File: src/rtl/reg_file_wr_sched.sv
// reg_file_wr_sched: write-port scheduler for a 32-entry register file.
// Shares the register file's single write port between NUM_REQ writeback
// requesters with round-robin arbitration. After reset, or on clear_req,
// it sequences a hardware clear of x1..x31 before granting any requester.
//
// Ports:
//   clk, rst_n            clock, asynchronous active-low reset
//   req_valid/reg/data    packed per-requester write requests
//   req_ready             combinational one-hot grant (zero when none)
//   clear_req             single-cycle pulse requesting a clear of x1..x31
//   stall                 blocks all grants while high
//   busy                  high while the clear sequence runs
//   wr_en/wr_reg/wr_data  registered write port to the register file
//
// Optional build macro: REG_FILE_WR_SCHED_X0_FILTER_EN
//   When defined, granted requests targeting x0 are accepted but issued
//   with wr_en=0, so no x0 write ever reaches the port.
module reg_file_wr_sched #(
   parameter int unsigned NUM_REQ    = 2,
   parameter int unsigned DATA_WIDTH = 32,
   parameter int unsigned ADDR_WIDTH = 5
) (
   input  logic                            clk,
   input  logic                            rst_n,
   input  logic [NUM_REQ-1:0]              req_valid,
   input  logic [NUM_REQ*ADDR_WIDTH-1:0]   req_reg,
   input  logic [NUM_REQ*DATA_WIDTH-1:0]   req_data,
   output logic [NUM_REQ-1:0]              req_ready,
   input  logic                            clear_req,
   input  logic                            stall,
   output logic                            busy,
   output logic                            wr_en,
   output logic [ADDR_WIDTH-1:0]           wr_reg,
   output logic [DATA_WIDTH-1:0]           wr_data
);

   localparam int unsigned PTR_W = $clog2(NUM_REQ);

   typedef enum logic {
      ST_CLEAR = 1'b0,
      ST_IDLE  = 1'b1
   } state_t;

   state_t                 state;
   logic [PTR_W-1:0]       rr_ptr;
   logic [ADDR_WIDTH-1:0]  clr_idx;

   logic [PTR_W:0]         cand;
   logic [PTR_W-1:0]       grant_idx;
   logic                   grant_any;
   logic [ADDR_WIDTH-1:0]  sel_reg;
   logic [DATA_WIDTH-1:0]  sel_data;
   logic                   issue_en;

   // Round-robin scan starting one past the last granted requester.
   // Only valids feed the grant, never a requester's own reg/data.
   always_comb begin
      req_ready = '0;
      grant_idx = rr_ptr;
      grant_any = 1'b0;
      cand      = '0;
      if (state == ST_IDLE && !stall) begin
         for (int unsigned off = 1; off <= NUM_REQ; off++) begin
            cand = {1'b0, rr_ptr} + (PTR_W+1)'(off);
            if (cand >= (PTR_W+1)'(NUM_REQ)) begin
               cand = cand - (PTR_W+1)'(NUM_REQ);
            end
            if (!grant_any && req_valid[cand[PTR_W-1:0]]) begin
               grant_any = 1'b1;
               grant_idx = cand[PTR_W-1:0];
            end
         end
      end
      if (grant_any) begin
         req_ready[grant_idx] = 1'b1;
      end
   end

   // Select the granted requester's payload using the one-hot grant.
   always_comb begin
      sel_reg  = '0;
      sel_data = '0;
      for (int i = 0; i < NUM_REQ; i++) begin
         if (req_ready[i]) begin
            sel_reg  = req_reg[i*ADDR_WIDTH +: ADDR_WIDTH];
            sel_data = req_data[i*DATA_WIDTH +: DATA_WIDTH];
         end
      end
   end

`ifdef REG_FILE_WR_SCHED_X0_FILTER_EN
   // x0 requests still handshake but never produce a port write.
   assign issue_en = grant_any && (sel_reg != '0);
`else
   assign issue_en = grant_any;
`endif

   assign busy = (state == ST_CLEAR);

   // Scheduler state, round-robin pointer and registered write port.
   always_ff @(posedge clk or negedge rst_n) begin
      if (!rst_n) begin
         state   <= ST_CLEAR;
         clr_idx <= ADDR_WIDTH'(1);
         rr_ptr  <= PTR_W'(NUM_REQ - 1);
         wr_en   <= 1'b0;
         wr_reg  <= '0;
         wr_data <= '0;
      end else begin
         case (state)
            ST_CLEAR: begin
               wr_en   <= 1'b1;
               wr_reg  <= clr_idx;
               wr_data <= '0;
               clr_idx <= clr_idx + ADDR_WIDTH'(1);
               if (clr_idx == '1) begin
                  state <= ST_IDLE;
               end
            end
            ST_IDLE: begin
               wr_en <= issue_en;
               if (grant_any) begin
                  wr_reg  <= sel_reg;
                  wr_data <= sel_data;
                  rr_ptr  <= grant_idx;
               end
               // A grant in this cycle is issued before the clear begins.
               if (clear_req) begin
                  state   <= ST_CLEAR;
                  clr_idx <= ADDR_WIDTH'(1);
               end
            end
            default: begin
               state   <= ST_CLEAR;
               clr_idx <= ADDR_WIDTH'(1);
               wr_en   <= 1'b0;
            end
         endcase
      end
   end

endmodule

File: config.mk
export PLATFORM = sky130hd
export DESIGN_NAME = reg_file_wr_sched
export DESIGN_NICKNAME = d
export VERILOG_FILES = /design/src/rtl/reg_file_wr_sched.sv
export SDC_FILE = /design/constraint.sdc
export NUM_CORES = 1
export LEC_CHECK = 0
export BUFFER_PORTS_ARGS = -buffer_cell sky130_fd_sc_hd__buf_2
export CORE_AREA = 5 5 80 82
export CTS_CLUSTER_SIZE = 10
export DETAILED_ROUTE_END_ITERATION = 10
export DIE_AREA = 0 0 85 87
export PLACE_DENSITY = 0.74
export SETUP_SLACK_MARGIN = 0.05
export SLEW_MARGIN = 40
export SYNTH_ARGS = -nofsm -noshare
export SYNTH_HDL_FRONTEND = slang
export SYNTH_SLANG_ARGS = --single-unit
File: constraint.sdc
create_clock -name clk -period 1.4 [get_ports clk]
set_input_delay 0.14 -clock clk [delete_from_list [all_inputs] [get_ports clk]]
set_output_delay 0.14 -clock clk [all_outputs]
set_load 0.05 [all_outputs]
---- Word-level counts from Yosys, hierarchy flattened ----
Cells that the tools add are included.
word-level totals
  input bits .............................. 80
  bits in registers ....................... 45
  logic and storage cells ................. 59
  output and inout port bits .............. 41
operators by class
  reductions and logical operators ........ 6
  magnitude comparators ................... 6
  mux-type cells .......................... 32
  bitwise logic cells ..................... 1
  eq/ne operators ......................... 3
  add/subtract/negate cells ............... 5
operator list
  cell                                                    count
  two-way mux 32 bit                                      3
  one-hot mux 32 bit (2 select lines)                     1
  two-way mux 5 bit                                       4
  one-hot mux 5 bit (2 select lines)                      2
  two-way mux 1 bit                                       18
  < comparator 1 x 2 -> 1 bit (second input constant)     3
  adder 5 x 1 -> 5 bit (second input constant)            1
  == test 5 bit (second input constant)                   1
  >= comparator 2 bit (second input constant)             2
  one-hot mux 1 bit (2 select lines)                      2
  logical AND 1 bit                                       3
  adder 1 x 1 -> 2 bit (second input constant)            1
  adder 1 x 2 -> 2 bit (second input constant)            1
  zero test 1 bit                                         2
  two-way mux 2 bit                                       1
  inequality test 2 x 1 -> 1 bit (second input constant)  1
  inequality test 2 bit (second input constant)           1
  AND reduction 2 bit                                     1
  subtractor 1 bit (second input constant)                2
  demux 1 bit (select 1 bit)                              1
  >= comparator 1 bit (second input constant)             1
  NOT 1 bit                                               1

---- Logic depth before layout (Yosys ltp) ----
Gate-level depths: netlist of run 1.
  word-level depth ........................ 21
  gate-level depth with buffers ........... 5
  depth with buffers taken out ............ 4

---- Worst setup path after synthesis of run 1 ----
Ideal clock, no wire load.
  path type ............................... register to register
  start ................................... register rr_ptr
  end ..................................... register wr_data[11]
  data arrival time ....................... 1.355 ns
  buffers on the path ..................... 2
  library setup time ...................... 0.126 ns
  period minus slack after synthesis ...... 1.481 ns
  cell stages (with the launch flop) ...... 6
  data required time ...................... 1.274 ns
  setup slack ............................. -0.081 ns
  cell sequence ........................... dfstp_2 > a21boi_2 > and2_1 > buf_4 > buf_6 > a221o_1
between the ends
  elaborated cells between the ends (all ways) .. 34
  those cells by class .................... 4 x add/sub; 4 x order compare; 1 x eq/ne; 22 x mux; 3 x reduce/logical
RTL lines
  element                                                  line    text
  from (decl)                                              45      logic [PTR_W-1:0] rr_ptr;
  from (signal assigned)                                   105     rr_ptr <= PTR_W'(NUM_REQ - 1);
  from (signal assigned)                                   125     rr_ptr <= grant_idx;
  adder 1 x 1 -> 2 bit                                     64      cand = {1'b0, rr_ptr} + (PTR_W+1)'(off);
  >= comparator 2 bit or subtractor 1 bit (tied branches)  65, 66
  two-way mux 1 bit                                        65      if (cand >= (PTR_W+1)'(NUM_REQ)) begin
  two-way mux 1 bit                                        62      if (state == ST_IDLE && !stall) begin
  two-way mux 1 bit (implied by the code) (2 in series)    68      if (!grant_any && req_valid[cand[PTR_W-1:0]]) begin
  two-way mux 1 bit                                        68
  two-way mux 1 bit                                        62
  zero test 1 bit                                          68
  (+4 left out)                                            --
  logical AND 1 bit (implied by the code)                  75      req_ready[grant_idx] = 1'b1;
  two-way mux 1 bit (implied by the code)                  75
  demux 1 bit (select 1 bit)                               75
  two-way mux 2 bit *                                      74      if (grant_any) begin
  via req_ready[1]                                         28      output logic [NUM_REQ-1:0] req_ready,
  two-way mux 32 bit *                                     84      if (req_ready[i]) begin
  two-way mux 32 bit *                                     122     if (grant_any) begin
  one-hot mux 32 bit (2 select lines) *                    110     case (state)
  to (signal assigned)                                     124     wr_data <= sel_data;
  to (decl)                                                34      output logic [DATA_WIDTH-1:0] wr_data
The timed path passes the listed nets; every way through them passes the cells marked *. The select of a mux whose other input is x is not followed.
A chain may end at the register's enable or synchronous reset.

---- Final worst setup path of run 1 ----
  start ................................... register rr_ptr
  end ..................................... output port req_ready[1]
between the ends
  longest elaborated chain between the ends .. 17
  elaborated cells between the ends (all ways) .. 29
  those cells by class .................... 4 x add/sub; 4 x order compare; 18 x mux; 3 x reduce/logical
RTL lines
  element                                                                                   line
  adder 1 x 1 -> 2 bit                                                                      64
  >= comparator 2 bit or subtractor 1 bit (tied branches)                                   65, 66
  two-way mux 1 bit                                                                         65
  two-way mux 1 bit                                                                         62
  two-way mux 1 bit (implied by the code) (2 in series)                                     68
  two-way mux 1 bit                                                                         68
  two-way mux 1 bit                                                                         62
  zero test 1 bit                                                                           68
  logical AND 1 bit                                                                         68
  two-way mux 1 bit                                                                         68
  two-way mux 1 bit                                                                         62
  < comparator 1 x 2 -> 1 bit (implied by the code) or >= comparator 1 bit (tied branches)  75
  logical AND 1 bit (implied by the code)                                                   75
  two-way mux 1 bit (implied by the code)                                                   75
  demux 1 bit (select 1 bit)                                                                75
  two-way mux 2 bit *                                                                       74
  to (decl)                                                                                 28
Every way passes the cells marked *; elsewhere a longest branch is shown, timed or not. The select of a mux whose other input is x is not followed.

==> summary.txt, run 1 <==
Setup path
  • CP arrival: 1.38 ns
  • Setup crit start kind: register
  • Critical Path Fanout Max: 4
  • Worst Path Required: 1.26 ns
  • Reg-to-reg endpoint: wr_data[17]$_DFFE_PN0P_
  • CP Capture Type: output pin
  • R2r worst-path depth: 5
  • Worst reg2reg setup slack: -0.11 ns
  • CP Launch Point: rr_ptr$_DFFE_PN1P_
  • Crit path capture: req_ready[1]
  • Critical path type: register to output pin
  • RR Startpoint: rr_ptr$_DFFE_PN1P_

Synthesis
  • Seq/Total Area, Yosys: 53.63%
  • Largest cells by area after synthesis: dfrtp_1 (51%), a221o_1 (17%), and3_1 (10%), buf_6 (3.2%), dfstp_2 (2.5%)
  • Number of synthesized register bits: 45
  • Largest area contributor in the netlist: dfrtp_1
  • Post-synthesis area per instance: 12.31 um2
  • Synthesized area: 2105 um2
  • Post-synth net total: 253
  • Synth top area share: 51.13%
  • Yosys warnings: 0
  • Post-Synthesis Cells: 171
  • Library cells used by synthesis: 35

Route
  • Via density: 5.350
  • Final wirelength: 6577 um
  • Vias: 2092
  • First DRT Iteration DRCs: 144
  • DRC: 0
  • WL/cell: 16.82 um
  • Antenna-violating nets left: 0
  • DRT Pass-1 Iters: 4

STA
  • Crit path time final: 1.516 ns
  • Final setup viols: 38
  • Tightest Pin Transition: 0.3025 ns
  • Slew Limit Fails: 0
  • Fin crit share: 108.3%
  • Final count of hold timing violations: 0
  • Fmax: 0.6594 GHz
  • Setup tns final: -2.536 ns
  • Max-slew headroom: 79.83%
  • RSZ-0062 raised after global routing: yes
  • Setup ws final: -0.1165 ns
  • Worst Clk Skew: 0.008648 ns

Die
  • Full die area: 7395 um2
  • Num ports: 121
  • Die Width: 85 um
  • Initial Utilization: 37.08%
  • Core Area: 5675 um2
  • Die H: 87 um
  • Cell Rows: 28

Cells and area
  • Final core occ: 57.03%
  • Layout cells sized above 1: 55.38%
  • Max FFs per register: 32
  • Count of nets after finishing: 397
  • Design area: 3237 um2
  • ANT cells: 0
  • Area delta synth->final: 53.80%
  • Fillers: 492

Run status
  • Status: finished with violations
  • Failing checks: negative setup slack

Place
  • GP Congestion: 0.9145
  • Dpl cell area: 2884 um2
  • IO Port Bufs: 120
  • Pre-CTS WS: -0.03620 ns
  • HPWL after DPL: 4695 um

Clocking
  • CTS clk-pin slew, worst paths: 0.09 ns
  • CTS tree: done
  • Cts bufs inserted: 5
  • CTS max path bufs: 2
  • Worst-Skew Late Latency: 0.29 ns
  • H-tree level count: 2
  • CTS sink cnt: 45
  • Root buffer cell: clkbuf_8

Global route
  • Gr ovfl total: 0
  • Global-route wire length before repair: 10080 um
  • Initial antenna violation count: 0
  • Vias in the first global route: 2076
  • GRT Total Usage: 17.10%
  • Largest net degree at the start of global routing: 24

Worst hold path
  • HP Class: primary input to register
  • Hold Crit Start: req_reg[7]

Job
  • Max Cap Viol: 0

Power
  • Maximum vdd ir drop: 1.045 mV
  • Power Density: 1344 nW/um2
  • P_leak: 1.835 nW
## logic make-up (layout without fill, tap and decap cells)
| family | after synthesis | count (layout) | share of synthesized area (%) |
|---|---|---|---|
| xor gates and xnor gates | 2 | 2 | 0.8325 |
| DFF | 45 | 45 | 53.63 |
| buffers and inverters | 16 | 161 | 5.232 |
| muxes | 1 | 1 | 0.5350 |
| adders and majority gates | 2 | 2 | 1.189 |
| and+or+nand+nor | 55 | 55 | 16.29 |
| AOI/OAI and AO/OA | 50 | 50 | 22.30 |
## per-layer routing
layer	up-vias	track usage, %	share of wire [%]
met4	0	5.324	0.59
met3	7	4.920	8.5
met2	100	29.24	48
li1	969	-	-
met1	1016	20.88	43
met5	-	0	0
## Yosys cell counts
master / count
a2111o_1: 1
a21boi_2: 1
a21o_1: 1
a21oi_1: 2
a221o_1: 35
a22o_1: 1
a31o_2: 3
a31oi_1: 1
and2_1: 1
and2b_1: 1
and3_1: 35
buf_2: 1
buf_4: 1
buf_6: 6
clkbuf_1: 7
dfrtp_1: 43
dfstp_2: 2
ha_1: 2
inv_1: 1
mux2_2: 1
nand2_1: 4
nand2b_1: 1
nand3_1: 3
nand4b_1: 1
nor2_1: 2
nor2b_1: 4
nor2b_2: 1
nor3_1: 1
nor3b_4: 1
o21ai_0: 1
o21bai_2: 1
o22ai_1: 2
o2bb2ai_1: 1
xnor2_1: 1
xor2_1: 1
## worst max-delay path, stage by stage (launching register included)
cell and delay, ns:
dfstp_2 0.58, a21boi_2 0.07, and2_4 0.16, buf_6 0.13, buf_8 0.14
## per-stage QoR
stage | power, mW | instances | hold WS, ns
after floorplan | 2.825 | 171 | -0.1556
after global placement | 3.321 | 367 | 0.05125
after detailed placement | 3.363 | 367 | 0.04714
after CTS | 4.328 | 388 | 0.05479
after global routing | 4.612 | 391 | 0.05067
final | 4.352 | 391 | 0.06558
## layout make-up
type                            instances  area (um2)  share of cell area [%]
Tap cell                               75       93.84                   2.899
Sequential cell                        45        1129                   34.87
Clock buffer                            6       82.58                   2.551
Multi-Input combinational cell        110       905.9                   27.99
Inverter                                1       7.507                  0.2319
Clock inverter                          2       13.76                  0.4252
Timing Repair Buffer                  152        1005                   31.04
## placed cells by master (no fill, tap or decap), drive strengths merged
cell type	count
a22o	1
a21o	1
o21ai	1
dfrtp	43
a21oi	2
nand2b	1
dlygate4sd3	1
clkbuf	8
o2bb2ai	1
buf	149
nor3	1
clkinv	2
o21bai	1
xnor2	1
a221o	35
o22ai	2
a31oi	1
and3	35
nor2	2
xor2	1
nor3b	1
mux2	1
a21boi	1
nor2b	5
clkinvlp	1
a31o	3
nand2	4
a2111o	1
ha	2
and2	1
and2b	1
dfstp	2
nand4b	1
nand3	3
## how the worst min path moves through the flow
stage | cells after the start | slack, ns | to
2_1_floorplan | 0 | -0.16 | clr_idx[1]$_DFFE_PN0P_
3_3_place_gp | 1 | 0.05 | wr_data[3]$_DFFE_PN0P_
3_5_place_dp | 1 | 0.05 | wr_data[3]$_DFFE_PN0P_
4_1_cts | 2 | 0.05 | wr_reg[2]$_DFFE_PN0P_
5_1_grt | 2 | 0.05 | wr_reg[4]$_DFFE_PN0P_
6_report | 2 | 0.07 | wr_reg[2]$_DFFE_PN0P_
## power by group
part / internal [mW] / switching (mW)
sequential: 1.54 / 0.187
combinational: 0.776 / 1.00
clock: 0.400 / 0.442
## what timing repair did
item,CTS,global route
setup buffers,10,1
resized for setup,21,9
hold buffers,1,0
cloned,2,2
endpoints found under the hold margin,9,0
pin swaps,5,32
setup endpoints to repair,39,42
No activity file was read; power rests on OpenSTA's default activity.
==> run 2: changes to the inputs <==
--- a/config.mk
+++ b/config.mk
@@ -10,7 +10,7 @@
 export CTS_CLUSTER_SIZE = 10
 export DETAILED_ROUTE_END_ITERATION = 10
 export DIE_AREA = 0 0 85 87
-export PLACE_DENSITY = 0.74
+export PLACE_DENSITY_LB_ADDON = 0.15
 export SETUP_SLACK_MARGIN = 0.05
 export SLEW_MARGIN = 40
 export SYNTH_ARGS = -nofsm -noshare
==> run 2 against run 1 <==
  * The flow still finishes with violations (negative setup slack)
  * Core utilization shrank 0.82 points
  * Die area is the same
  * Via count shrank 3.0%
  * Count of clock-buffer cells in the layout grew 1
  * Cell area shrank 1.4%
  * Sequential share of layout area grew 0.55 points
  * Power grew 4.1%
  * Clock skew shrank 0.0029 ns
  * Critical endpoint is now req_ready[0]
==> summary.txt, run 2 (synthesized netlist as in run 1, its figures left out) <==
Worst hold path
  • HP Class: primary input to register
  • Worst hold path depth: 2 (unchanged)

Clocking
  • CTS sink cnt: 45 (unchanged)
  • Worst-Skew Late Latency: 0.29 ns (about the same)
  • CTS tree: done
  • Root buffer cell: clkbuf_8
  • CTS max path bufs: 2 (unchanged)
  • Cts bufs inserted: 5 (unchanged)
  • CTS clk-pin slew, worst paths: 0.08 ns (about the same)
  • H-tree level count: 2 (unchanged)

STA
  • WHS: 0.06530 ns (-0.0002843 ns)
  • Worst Clk Skew: 0.005798 ns (-0.002851 ns)
  • Fin crit share: 111.6% (+3.3 points)
  • Slew Limit Fails: 0 (unchanged)
  • Setup ws final: -0.1626 ns (-0.04612 ns)
  • Max-slew headroom: 70.28% (-9.6 points)
  • Final setup viols: 23 (-39%)
  • Tightest Pin Transition: 0.4458 ns (+0.1433 ns)
  • RSZ-0062 raised after global routing: yes
  • Crit path time final: 1.563 ns (+0.04612 ns)
  • Final count of hold timing violations: 0 (unchanged)
  • Fmax: 0.6400 GHz (-3.0%)

Run status
  • Failing checks: negative setup slack
  • Status: finished with violations

Power
  • Sequential power share: 38.4% (-1.4 points)
  • Switching share of power: 35.52% (-2.0 points)
  • Clock Power Share: 22.2% (+2.8 points)
  • Net Sw Power: 1.610 mW (-1.3%)
  • Comb power frac: 39.4% (-1.5 points)
  • Maximum vdd ir drop: 0.8067 mV (-23%)
  • P_leak: 1.800 nW (-1.9%)
  • Int Pwr: 2.922 mW (+7.4%)
  • Total power: 4.532 mW (+4.1%)
  • Power Density: 1420 nW/um2 (+5.6%)

Setup path
  • Worst Path Required: 1.26 ns (about the same)
  • Worst path cell trace: nor2b_2, nor3b_4, buf_12, buf_12
  • Crit-path slowest cell: dfstp_2
  • Setup crit start kind: register
  • R2r worst-path depth: 5 (unchanged)
  • CP arrival: 1.42 ns (+0.04 ns)
  • CP Capture Type: output pin
  • Critical Path Fanout Max: 3 (-1)
  • Crit-path max cell delay: 0.57 ns (about the same)
  • Critical path type: register to output pin
  • Critical Path Most Common Cell: buf_12

Die
  • Die Width: 85 um (unchanged)
  • Cell Rows: 28 (unchanged)
  • Core Area: 5675 um2 (unchanged)
  • Die H: 87 um (unchanged)
  • Full die area: 7395 um2 (unchanged)
  • Num ports: 121 (unchanged)
  • Initial Utilization: 37.08% (unchanged)

Cells and area
  • Layout cells sized above 1: 54.22% (-1.2 points)
  • Count of nets after finishing: 389 (-2.0%)
  • Register area: 1130 um2 (+0.11%)
  • Commonest non-fill, non-tap cell in the layout: buf_2
  • Design area: 3191 um2 (-1.4%)
  • Fillers: 511 (+3.9%)
  • Finished Layout Cells: 383 (-2.0%)
  • Area of the multi-input gates: 905.9 um2 (unchanged)
  • ANT cells: 0 (unchanged)
  • Most frequent cells in the layout: buf_2 (117), dfrtp_1 (42), a221o_1 (35)
  • Max FFs per register: 32 (unchanged)
  • Area delta synth->final: 51.61%

Job
  • Max Cap Viol: 0 (unchanged)

Route
  • Met1 WL: 2954 um (+4.1%)
  • WL met2: 3023 um (-3.7%)
  • WL/cell: 17.53 um (+4.2%)
  • DRC: 0 (unchanged)
  • First DRT Iteration DRCs: 93 (-35%)
  • DRT Pass-1 Iters: 4 (unchanged)
  • WL met3: 626 um (+12%)
  • Vias: 2029 (-3.0%)
  • Antenna-violating nets left: 0 (unchanged)
  • Max Used Layer: met4
  • Final wirelength: 6715 um (+2.1%)
  • Via density: 5.298 (-0.99%)

Place
  • Dpl cell area: 2874 um2 (-0.35%)
  • Pre-CTS WS: -0.05131 ns (-0.01511 ns)
  • IO Port Bufs: 120 (unchanged)
  • GP Congestion: 0.8362 (-8.6%)
  • HPWL after DPL: 4769 um (+1.6%)
  • Inst Count DP: 364 (-0.82%)

Global route
  • Gr ovfl total: 0 (unchanged)
  • Global-route wire length before repair: 10870 um (+7.8%)
  • GRT Total Usage: 18.49% (+1.4 points)
  • Vias in the first global route: 2149 (+3.5%)
  • Initial antenna violation count: 0 (unchanged)
  • Largest net degree at the start of global routing: 29 (+21%)
==> run 2: power groups by stage <==
stage / clock network, mW / registers [mW] / logic, mW
floorplan: 0 / 2.16 / 0.662
global placement: 0 / 1.76 / 1.55
detailed placement: 0 / 1.76 / 1.57
CTS: 1.04 / 1.74 / 1.82
global route: 1.10 / 1.77 / 1.93
finish: 1.01 / 1.74 / 1.79
==> run 2: layer usage <==
metal  up-vias  GRT usage [%]
li1        952              -
met4         0          5.324
met1       969          25.76
met3        10          6.149
met5         -              0
met2        98          27.47
==> run 2: timing repair <==
action                                 4_1_cts  5_1_grt
gates cloned                                 1        0
buffers inserted                            11        0
resized for setup                           20        1
pin swaps                                    3        1
hold buffers                                 1        0
endpoints found under the hold margin       15        0
setup endpoints to repair                   40       41
==> run 2: stage by stage <==
stage / TNS, ns / util, %
after detailed placement: -0.7520 / 50.64
after floorplan: -0.6013 / -
after CTS: -2.092 / 56.50
after global placement: -0.3405 / 50.64
after global routing: -4.595 / 56.22
final: -1.643 / 56.22
==> run 2: worst max-delay path: cells and delay by family, from the launching register on <==
kind | cells | cell delay, ns
AND/OR/NAND/NOR | 2 | 0.29
buffers and inverters | 2 | 0.26
flip-flops | 1 | 0.57
==> run 2: worst paths after layout <==
kind	endpoint	slack, ns	from
worst max-delay path	req_ready[0]	-0.16	rr_ptr$_DFFE_PN1P_
worst min-delay path	wr_data[24]$_DFFE_PN0P_	0.07	req_data[56]
worst max register to register	wr_reg[4]$_DFFE_PN0P_	-0.10	rr_ptr$_DFFE_PN1P_
worst min register to register	clr_idx[4]$_DFFE_PN0P_	0.59	clr_idx[4]$_DFFE_PN0P_
max in group asynchronous	wr_reg[2]$_DFFE_PN0P_	0.59	rst_n
min in group asynchronous	wr_en$_DFF_PN0_	0.32	rst_n
==> run 2: area by class of cell <==
class,instances,share of cell area (%)
Clock inverter,1,0.9412
Tap cell,75,2.941
Clock buffer,7,2.706
Sequential cell,45,35.41
Multi-Input combinational cell,110,28.39
Inverter,1,0.2353
Timing Repair Buffer,144,29.37
==> run 3: changes to the inputs <==
--- a/config.mk
+++ b/config.mk
@@ -6,10 +6,10 @@
 export NUM_CORES = 1
 export LEC_CHECK = 0
 export BUFFER_PORTS_ARGS = -buffer_cell sky130_fd_sc_hd__buf_2
-export CORE_AREA = 5 5 80 82
+export CORE_AREA = 5 5 73 75
 export CTS_CLUSTER_SIZE = 10
 export DETAILED_ROUTE_END_ITERATION = 10
-export DIE_AREA = 0 0 85 87
+export DIE_AREA = 0 0 78 80
 export PLACE_DENSITY_LB_ADDON = 0.15
 export SETUP_SLACK_MARGIN = 0.05
 export SLEW_MARGIN = 40
==> constraint.sdc (replaced) <==
create_clock -name clk -period 1.8 [get_ports clk]
set_input_delay 0.18 -clock clk [delete_from_list [all_inputs] [get_ports clk]]
set_output_delay 0.18 -clock clk [all_outputs]
set_load 0.05 [all_outputs]
==> run 3 against run 2 <==
  * The run now ends clean
  * Critical path type unchanged
  * Global-route usage is 1.1 points higher
  * Count of clock-buffer cells in the layout is the same
  * Register-to-register slack better by 0.42 ns
  * Cell count decreased by 9.1%
  * Flip-flop and latch count did not move
  * Highest routed layer unchanged
  * First-iteration DRC count down 16%
  * Via count down 2.5%
  * Power down 28%
  * Core utilization increased by 6.4 points
==> summary.txt, run 3 (synthesized netlist as in run 1, its figures left out) <==
Run status
  • Status: complete, no violations

Clocking
  • CTS max path bufs: 2 (unchanged)
  • Root buffer cell: clkbuf_8
  • Post-CTS Setup Bufs: 0 (-11)
  • H-tree level count: 2 (unchanged)
  • CTS tree: done
  • Worst-Skew Late Latency: 0.29 ns (about the same)
  • CTS clk-pin slew, worst paths: 0.08 ns (about the same)
  • CTS sink cnt: 45 (unchanged)
  • Cts bufs inserted: 5 (unchanged)

Setup path
  • Critical Path Fanout Max: 4 (+1)
  • Critical path type: register to output pin
  • RR Startpoint: rr_ptr$_DFFE_PN1P_
  • Setup crit start kind: register
  • CP arrival: 1.50 ns (+0.08 ns)
  • CP Capture Type: output pin
  • Reg-to-reg endpoint: wr_reg[2]$_DFFE_PN0P_
  • Worst reg2reg setup slack: 0.32 ns (+0.42 ns)
  • R2r worst-path depth: 4 (-1)
  • Worst Path Required: 1.62 ns (+0.36 ns)

Die
  • Die H: 80 um (-8.0%)
  • Core Area: 4598 um2 (-19%)
  • Num ports: 121 (unchanged)
  • Cell Rows: 25 (-11%)
  • Full die area: 6240 um2 (-16%)
  • Initial Utilization: 45.77% (+8.7 points)
  • Die Width: 78 um (-8.2%)

Cells and area
  • Finished Layout Cells: 348 (-9.1%)
  • Commonest non-fill, non-tap cell in the layout: buf_2
  • Most frequent cells in the layout: buf_2 (119), dfrtp_1 (43), and3_1 (35), a221o_1 (35), buf_4 (8)
  • Count of nets after finishing: 375 (-3.6%)
  • Final core occ: 62.67% (+6.4 points)
  • Area delta synth->final: 36.92%
  • ANT cells: 0 (unchanged)
  • Max FFs per register: 32 (unchanged)
  • Layout cells sized above 1: 50.00% (-4.2 points)

Route
  • Via density: 5.684 (+7.3%)
  • DRC: 0 (unchanged)
  • DRT Pass-1 Iters: 4 (unchanged)
  • First DRT Iteration DRCs: 78 (-16%)
  • Vias: 1978 (-2.5%)
  • Met1 WL: 2658 um (-10%)
  • WL/cell: 17.82 um (+1.6%)
  • Final wirelength: 6201 um (-7.7%)
  • Max Used Layer: met4
  • WL met3: 567 um (-9.4%)
  • Antenna-violating nets left: 0 (unchanged)
  • WL met2: 2959 um (-2.1%)

Worst hold path
  • Worst hold endpoint: wr_data[25]$_DFFE_PN0P_
  • Worst hold path depth: 2 (unchanged)
  • Hold Crit Start: req_data[57]
  • HP Class: primary input to register

STA
  • Final count of hold timing violations: 0 (unchanged)
  • Final setup viols: 0 (-100%)
  • Max-slew headroom: 76.92% (+6.6 points)
  • WHS: 0.1133 ns (+0.04797 ns)
  • RSZ-0062 raised after global routing: no
  • Slew Limit Fails: 0 (unchanged)
  • Crit path time final: 1.682 ns
  • Fin crit share: 93.43%
  • Worst Clk Skew: 0.007059 ns (+0.001261 ns)
  • Setup tns final: 0 ns (+1.643 ns)
  • Fmax: 0.5946 GHz
  • Tightest Pin Transition: 0.3462 ns (-0.09957 ns)

Global route
  • Gr ovfl total: 0 (unchanged)
  • Initial antenna violation count: 0 (unchanged)
  • Global-route wire length before repair: 9818 um (-9.7%)
  • Largest net degree at the start of global routing: 49 (+69%)
  • Vias in the first global route: 1997 (-7.1%)
  • GRT Total Usage: 19.57% (+1.1 points)

Power
  • Maximum vdd ir drop: 0.6855 mV (-15%)
  • P_leak: 1.686 nW (-6.3%)
  • Total power: 3.258 mW (-28%)
  • Power Density: 1131 nW/um2 (-20%)

Place
  • Inst Count DP: 339 (-6.9%)
  • IO Port Bufs: 120 (unchanged)
  • HPWL after DPL: 4538 um (-4.8%)
  • GP Congestion: 0.8234 (-1.5%)

Job
  • Max Cap Viol: 0 (unchanged)
run 3: changes by cell type in the layout (fill, tap and decap cells not counted), sizes merged:
cell / before / now
buf: 142 / 129
clkinvlp: 1 / 0
bufbuf: 1 / 0
inv: 0 / 1
run 3: metal layers:
| metal | vias to the layer above | global-route usage, % |
|---|---|---|
| li1 | 918 | - |
| met1 | 963 | 26.28 |
| met2 | 95 | 31.72 |
| met3 | 2 | 5.756 |
| met4 | 0 | 3.547 |
| met5 | - | 0 |
run 3: worst max-delay path, cell delays in order, from the launching register on:
cell and delay (ns):
dfstp_2 0.58, nor2b_2 0.07, nor3b_4 0.25, buf_2 0.32
run 3: how the worst max path moves through the flow:
stage / start / to / slack (ns) / depth (start not counted)
CTS: rr_ptr$_DFFE_PN1P_ / req_ready[0] / 0.09 / 3
global route: rr_ptr$_DFFE_PN1P_ / req_ready[0] / 0.05 / 3
finish: rr_ptr$_DFFE_PN1P_ / req_ready[0] / 0.12 / 3
global placement: clr_idx[0]$_DFFE_PN1P_ / clr_idx[4]$_DFFE_PN0P_ / 0.36 / 4
floorplan: rr_ptr$_DFFE_PN1P_ / wr_data[11]$_DFFE_PN0P_ / 0.32 / 5
detailed placement: clr_idx[0]$_DFFE_PN1P_ / clr_idx[4]$_DFFE_PN0P_ / 0.33 / 4
run 3: cell type report:
| cell class | instances | area, um2 |
|---|---|---|
| multi-input combinational | 110 | 868.3 |
| clock inverter | 1 | 30.03 |
| clock buffer | 7 | 86.33 |
| fill | 396 | 1717 |
| timing repair buffer | 130 | 696.9 |
| inverter | 1 | 3.754 |
| tap | 54 | 67.56 |
| sequential | 45 | 1129 |
run 3: power breakdown:
part	internal, mW	switching [mW]
Clock	0.453	0.323
Combinational	0.424	0.718
Sequential	1.20	0.139
Total	2.08	1.18
run 3: per-stage QoR:
step / setup slack, ns / cell area, um2
after floorplan: 0.3190 / 2105
after global placement: 0.3637 / 2746
after detailed placement: 0.3348 / 2746
after CTS: 0.09367 / 2875
after global routing: 0.05027 / 2882
final: 0.1182 / 2882
run 3: timing repair:
action | 4_1_cts | 5_1_grt
endpoints found under the setup margin | 1 | 2
hold buffers | 1 | 0
resized for setup | 1 | 2
endpoints found under the hold margin | 12 | 0
